--- config.mk ---
export PLATFORM = sky130hd
export DESIGN_NAME = seq_detector_param
export DESIGN_NICKNAME = d
export VERILOG_FILES = /design/src/rtl/seqdet_pkg.sv /design/src/rtl/seqdet_sat_counter.sv /design/src/rtl/seq_detector_param.sv
export SDC_FILE = /design/constraint.sdc
export NUM_CORES = 1
export LEC_CHECK = 0
export BUFFER_PORTS_ARGS = -buffer_cell sky130_fd_sc_hd__buf_2
export CAP_MARGIN = 20
export CORE_MARGIN = 4
export CORE_UTILIZATION = 49
export DETAILED_ROUTE_END_ITERATION = 12
export PLACE_DENSITY = 0.85
export SLEW_MARGIN = 20
export SYNTH_ARGS = -nofsm -noshare
export SYNTH_HDL_FRONTEND = slang
export SYNTH_SLANG_ARGS = --single-unit
--- constraint.sdc ---
create_clock -name clk -period 2.85 [get_ports clk]
set_clock_uncertainty 0.1 [all_clocks]
set_input_delay 0.57 -clock clk [delete_from_list [all_inputs] [get_ports clk]]
set_output_delay 0.57 -clock clk [all_outputs]
set_load 0.02 [all_outputs]
--- src/rtl/seqdet_pkg.sv ---
// Shared constants and helpers for the parametrised serial pattern detector.
package seqdet_pkg;

  // Legacy detector pattern, loaded at reset.
  localparam logic [4:0] DEF_PATTERN = 5'b10010;
  localparam int         DEF_LEN     = 5;

  // Force a requested pattern length into the legal range 2..max_len.
  function automatic int clamp_len(input int len, input int max_len);
    if (len < 2)
      return 2;
    else if (len > max_len)
      return max_len;
    else
      return len;
  endfunction

  // Ones in the low 'len' bit positions; callers narrow it to MAX_LEN bits.
  function automatic logic [31:0] len_mask(input int len);
    if (len >= 32)
      return '1;
    else
      return (32'd1 << len) - 32'd1;
  endfunction

endpackage

--- src/rtl/seqdet_sat_counter.sv ---
// Saturating up-counter with synchronous clear and a sticky saturation flag.
module sat_counter #(
  parameter int CNT_W = 16
) (
  input  logic             clk,
  input  logic             rst,
  input  logic             i_clr,
  input  logic             i_inc,
  output logic [CNT_W-1:0] o_cnt,
  output logic             o_sat
);

  localparam logic [CNT_W-1:0] ALL_ONES = '1;

  logic [CNT_W-1:0] r_cnt;
  logic             r_sat;
  logic [CNT_W-1:0] w_cnt_inc;

  assign w_cnt_inc = r_cnt + CNT_W'(1);

  // Clear has priority but still counts a coincident increment; count stops at all-ones.
  always_ff @(posedge clk or negedge rst) begin
    if (!rst) begin
      r_cnt <= '0;
      r_sat <= 1'b0;
    end else if (i_clr) begin
      r_cnt <= i_inc ? CNT_W'(1) : '0;
      r_sat <= i_inc && (CNT_W == 1);
    end else if (i_inc && (r_cnt != ALL_ONES)) begin
      r_cnt <= w_cnt_inc;
      r_sat <= (w_cnt_inc == ALL_ONES);
    end
  end

  assign o_cnt = r_cnt;
  assign o_sat = r_sat;

endmodule

--- src/rtl/seq_detector_param.sv ---
// Serial bit-pattern detector with runtime pattern, length and overlap mode.
// Registered match pulse, saturating match counter and last-match position.
module seq_detector_param
  import seqdet_pkg::*;
#(
  parameter  int MAX_LEN = 8,
  parameter  int CNT_W   = 16,
  localparam int LEN_W   = $clog2(MAX_LEN) + 1
) (
  input  logic               clk,
  input  logic               rst,
  input  logic               x_valid,
  input  logic               x,
  input  logic               cfg_load,
  input  logic [MAX_LEN-1:0] cfg_pattern,
  input  logic [LEN_W-1:0]   cfg_len,
  input  logic               cfg_overlap,
  input  logic               clr_cnt,
  output logic               z,
  output logic [CNT_W-1:0]   match_cnt,
  output logic               cnt_sat,
  output logic [CNT_W-1:0]   last_pos
);

  localparam logic [MAX_LEN-1:0] RST_PATTERN = MAX_LEN'(DEF_PATTERN);
  localparam logic [LEN_W-1:0]   RST_LEN     = LEN_W'(clamp_len(DEF_LEN, MAX_LEN));
  localparam logic [LEN_W-1:0]   FILL_MAX    = LEN_W'(MAX_LEN);

  // Active configuration.
  logic [MAX_LEN-1:0] r_pattern;
  logic [LEN_W-1:0]   r_len;
  logic               r_overlap;

  // The oldest of MAX_LEN bits is never compared again, so only MAX_LEN-1 are kept.
  logic [MAX_LEN-2:0] r_hist;
  logic [LEN_W-1:0]   r_fill;
  logic [CNT_W-1:0]   r_bit_idx;
  logic [CNT_W-1:0]   r_last_pos;
  logic               r_z;

  logic [MAX_LEN-1:0] w_window;
  logic [MAX_LEN-1:0] w_mask;
  logic [LEN_W-1:0]   w_cfg_len;
  logic [LEN_W-1:0]   w_fill_inc;
  logic               w_fill_ok;
  logic               w_advance;
  logic               w_match;

  assign w_cfg_len  = LEN_W'(clamp_len(int'(cfg_len), MAX_LEN));
  assign w_window   = {r_hist, x};
  assign w_mask     = MAX_LEN'(len_mask(int'(r_len)));
  assign w_fill_inc = (r_fill == FILL_MAX) ? r_fill : r_fill + LEN_W'(1);
  // Including the bit arriving now, enough fresh bits must exist to cover the pattern.
  assign w_fill_ok  = ({1'b0, r_fill} + {{LEN_W{1'b0}}, 1'b1}) >= {1'b0, r_len};
  // A config load swallows any bit presented on the same cycle.
  assign w_advance  = x_valid & ~cfg_load;
  assign w_match    = w_advance & w_fill_ok & (((w_window ^ r_pattern) & w_mask) == '0);

  // Latch a new configuration; reset reproduces the legacy 10010 detector.
  always_ff @(posedge clk or negedge rst) begin
    if (!rst) begin
      r_pattern <= RST_PATTERN;
      r_len     <= RST_LEN;
      r_overlap <= 1'b1;
    end else if (cfg_load) begin
      r_pattern <= cfg_pattern;
      r_len     <= w_cfg_len;
      r_overlap <= cfg_overlap;
    end
  end

  // Shift history and track fill; a load or a non-overlapping match restarts the fill.
  always_ff @(posedge clk or negedge rst) begin
    if (!rst) begin
      r_hist <= '0;
      r_fill <= '0;
    end else if (cfg_load) begin
      r_hist <= '0;
      r_fill <= '0;
    end else if (x_valid) begin
      r_hist <= w_window[MAX_LEN-2:0];
      r_fill <= (w_match && !r_overlap) ? '0 : w_fill_inc;
    end
  end

  // Match pulse, stream position counter and position of the latest match.
  always_ff @(posedge clk or negedge rst) begin
    if (!rst) begin
      r_z        <= 1'b0;
      r_bit_idx  <= '0;
      r_last_pos <= '0;
    end else begin
      r_z <= w_match;
      if (w_advance)
        r_bit_idx <= r_bit_idx + CNT_W'(1);
      if (w_match)
        r_last_pos <= r_bit_idx;
    end
  end

  sat_counter #(
    .CNT_W (CNT_W)
  ) u_match_cnt (
    .clk   (clk),
    .rst   (rst),
    .i_clr (clr_cnt),
    .i_inc (w_match),
    .o_cnt (match_cnt),
    .o_sat (cnt_sat)
  );

  assign z        = r_z;
  assign last_pos = r_last_pos;

endmodule
==> impl_metrics.csv <==
group,metric,value,unit
finish,layout.nets,456,
cts,clockBufferDepth,2,
route,first_pass_iters,4,
global_routing,grt_max_degree,34,
global_routing,grt_pass1_vias,2986,
floorplanning,row_count,31,
critical_path,end_kind,"flop",
route,wl,8390,µm
yosys,ys_types,45,
run,maxCapViolCount,0,
critical_path,worst_setup_path_start_kind,"flop",
yosys,async_reset_ff_frac,1.00,
finish,drive_above_1_share,0.316,
route,drt_iter0_drc,171,
cts,insertion_delay,0.35,ns
critical_path,cp.buffers_inverters,1,
sta,fin_crit_sh,0.978,
critical_path,critPathMostFrequentCell,"a21oi_1",
yosys,yosys_most_used_dff,"dfrtp_1",
placement,hpwl,6100,µm
floorplanning,core_area,0.00737,mm²
sta,hold_viol,0,
placement,numPortBuffers,52,
critical_path,cp_slowest_cell,"dfstp_2",
cts,path_clk_slew,0.08,ns
global_routing,grt_overflow,0,
sta,slew-limit-headroom,0.569,
sta,maxSlewViolCount,0,
cts,htreeDepth,3,
floorplanning,start_util,0.514,
hold_path,hold_class,"in -> async",
yosys,yosysWarnings,0,
yosys,syn_area,0.00379,mm²
floorplanning,die_area,0.00920,mm²
route,vias,2925,
floorplanning,die_h,95.9,µm
yosys,synth-seq-cells,74,
sta,tns,0,ns
power,p_per_area,599,mW/mm²
finish,nFillCells,568,
critical_path,slowest_delay,0.58,ns
cts,cts_root_buf,"clkbuf_8",
yosys,ys_seq_area_frac,0.491,
placement,gp_congestion,0.915,
placement,pre_cts_ws,-0.0723,ns
finish,n_antenna_cell,0,
critical_path,cp.arrival,2.93,ns
sta,min_period,2.79,ns
global_routing,grt_usage,0.201,
floorplanning,ioPinCount,53,
floorplanning,fp.dieW,95.9,µm
cts,numCtsBuffers,9,
critical_path,path_class,"reg -> reg",
global_routing,grt_pass1_wl,14200,µm
yosys,avgSynthCellArea,10.5,µm²
sta,setup_ws,0.0616,ns
sta,worstMarginPinSlew,0.646,ns
critical_path,crit_fanout,8,
route,viasPerCell,5.52,
yosys,synth_nets,389,
sta,setup_viol,0,
sta,fmax,359,MHz
power,irDropWorstVdd,0.386,mV
cts,cts_tree,"yes",
route,drc,0,
power,p_leak,2.17,nW
global_routing,antenna_found_initial,0,
route,ant_nets,0,
critical_path,worstPathCellList,"nand4_1, ha_4, and2_1, o211ai_1, a21oi_1, a221o_2, buf_4, nor3_1, a21oi_1, a31o_2",
outcome,status,"finished clean",
yosys,syn_inst,360,
cts,cts.sinks,74,
critical_path,cp.required,3.00,ns
critical_path,critPathTopFamily,"compound AO/OA/AOI/OAI gates",
yosys,synth_edf_count,0,
finish,area_growth,21.7,%
route,avgRoutedWirePerCell,15.8,µm
==> path summary, 6_finish.rpt <==
check	startpoint	endpoint	slack (ns)	depth (start not counted)
max	r_len[0]$_DFFE_PN1P_	u_match_cnt.o_cnt[13]$_DFFE_PN0P_	0.06	10
min	rst	last_pos[4]$_DFFE_PN0P_	0.14	1
min reg2reg	r_bit_idx[15]$_DFFE_PN0P_	r_bit_idx[15]$_DFFE_PN0P_	0.38	1
max in group asynchronous	rst	r_bit_idx[12]$_DFFE_PN0P_	1.85	2
min in group clk	cfg_len[3]	r_len[2]$_DFFE_PN1P_	0.32	2
max reg2reg	r_len[0]$_DFFE_PN1P_	u_match_cnt.o_cnt[13]$_DFFE_PN0P_	0.06	10
==> sequential cells by signal, summed over array words and instances (netlist names) <==
| name | cells |
|---|---|
| last_pos | 16 |
| r_bit_idx | 16 |
| r_fill | 4 |
| r_hist | 7 |
| r_len | 4 |
| r_overlap | 1 |
| r_pattern | 8 |
| u_match_cnt.o_cnt | 16 |
| u_match_cnt.o_sat | 1 |
| z | 1 |
==> synthesized netlist by cell type (all sizes together), types with 3 or more instances <==
library cell / number / share of area
a21oi: 9 / 0.012
a31oi: 4 / 0.0066
and3: 7 / 0.013
buf: 6 / 0.0086
clkbuf: 8 / 0.0079
dfrtp: 69 / 0.46
dfstp: 5 / 0.035
ha: 10 / 0.033
inv: 15 / 0.015
mux2: 29 / 0.086
mux2i: 10 / 0.026
nand2: 30 / 0.030
nand2b: 3 / 0.0050
nand3: 15 / 0.020
nand4: 8 / 0.013
nand4b: 3 / 0.011
nor2: 33 / 0.033
nor2b: 4 / 0.0066
nor3: 10 / 0.018
nor4: 7 / 0.012
o211ai: 3 / 0.0059
o21ai: 15 / 0.020
xnor2: 23 / 0.053
xor2: 13 / 0.030
==> layout by cell type (no fill, tap or decap), types with 14 or more instances in the layout <==
cell type / synthesis / routed
dfrtp_1: 69 / 68
buf_2: 2 / 52
nor2_1: 32 / 32
nand2_1: 30 / 30
mux2_2: 29 / 29
xnor2_1: 23 / 23
buf_4: 2 / 16
nand3_1: 15 / 15
o21ai_0: 15 / 14
==> layer usage <==
metal / up-vias / wire length (µm) / global-route usage
li1: 1388 / - / -
met1: 1451 / 3570 / 0.253
met2: 69 / 4280 / 0.335
met3: 17 / 398 / 0.0469
met5: - / 0 / 0
met4: 0 / 139 / 0.0770
==> where the power goes <==
part | leakage, nW | switching [mW] | internal [mW]
Combinational | 1.04 | 0.203 | 0.169
Sequential | 0.984 | 0.0848 | 1.14
Clock | 0.143 | 0.388 | 0.778
==> cell type report <==
type	count	area (µm²)	area share
inverters	15	56.3	0.0122
repair buffers	70	420	0.0913
multi-input cells	257	1860	0.404
clock inverters	5	150	0.0326
flip-flops and latches	74	1860	0.404
clock buffers	10	138	0.0299
well taps	99	124	0.0269
==> metrics by stage <==
stage | instances | hold WS (ns) | total power [mW] | area, µm² | util
CTS | 528 | 0.151 | 2.77 | 4550 | 0.617
global placement | 513 | 0.365 | 1.57 | 4250 | 0.577
global route | 530 | 0.187 | 2.87 | 4610 | 0.625
finish | 530 | 0.142 | 2.76 | 4610 | 0.625
detailed placement | 513 | 0.373 | 1.60 | 4250 | 0.577
floorplan | 360 | 0.174 | 1.45 | 3790 | -
==> logic make-up (layout without fill, tap and decap cells) <==
family                     count (synthesis)  in the layout  synth area share
and+or+nand+nor                          128            128             0.175
DFF                                       74             74             0.491
AOI/OAI and AO/OA                         44             44            0.0734
muxes                                     39             39             0.113
xor gates and xnor gates                  36             36            0.0833
buffers and inverters                     29            100            0.0314
adders and majority gates                 10             10            0.0330
==> repair_timing <==
item | 4_1_cts | 5_1_grt
cloned | 0 | 0
pin swaps | 0 | 5
buffers inserted | 0 | 2
gates resized for setup | 3 | 10
hold buffers | 0 | 0
setup endpoints to repair | 8 | 21
(Power assumes the default switching activity.)
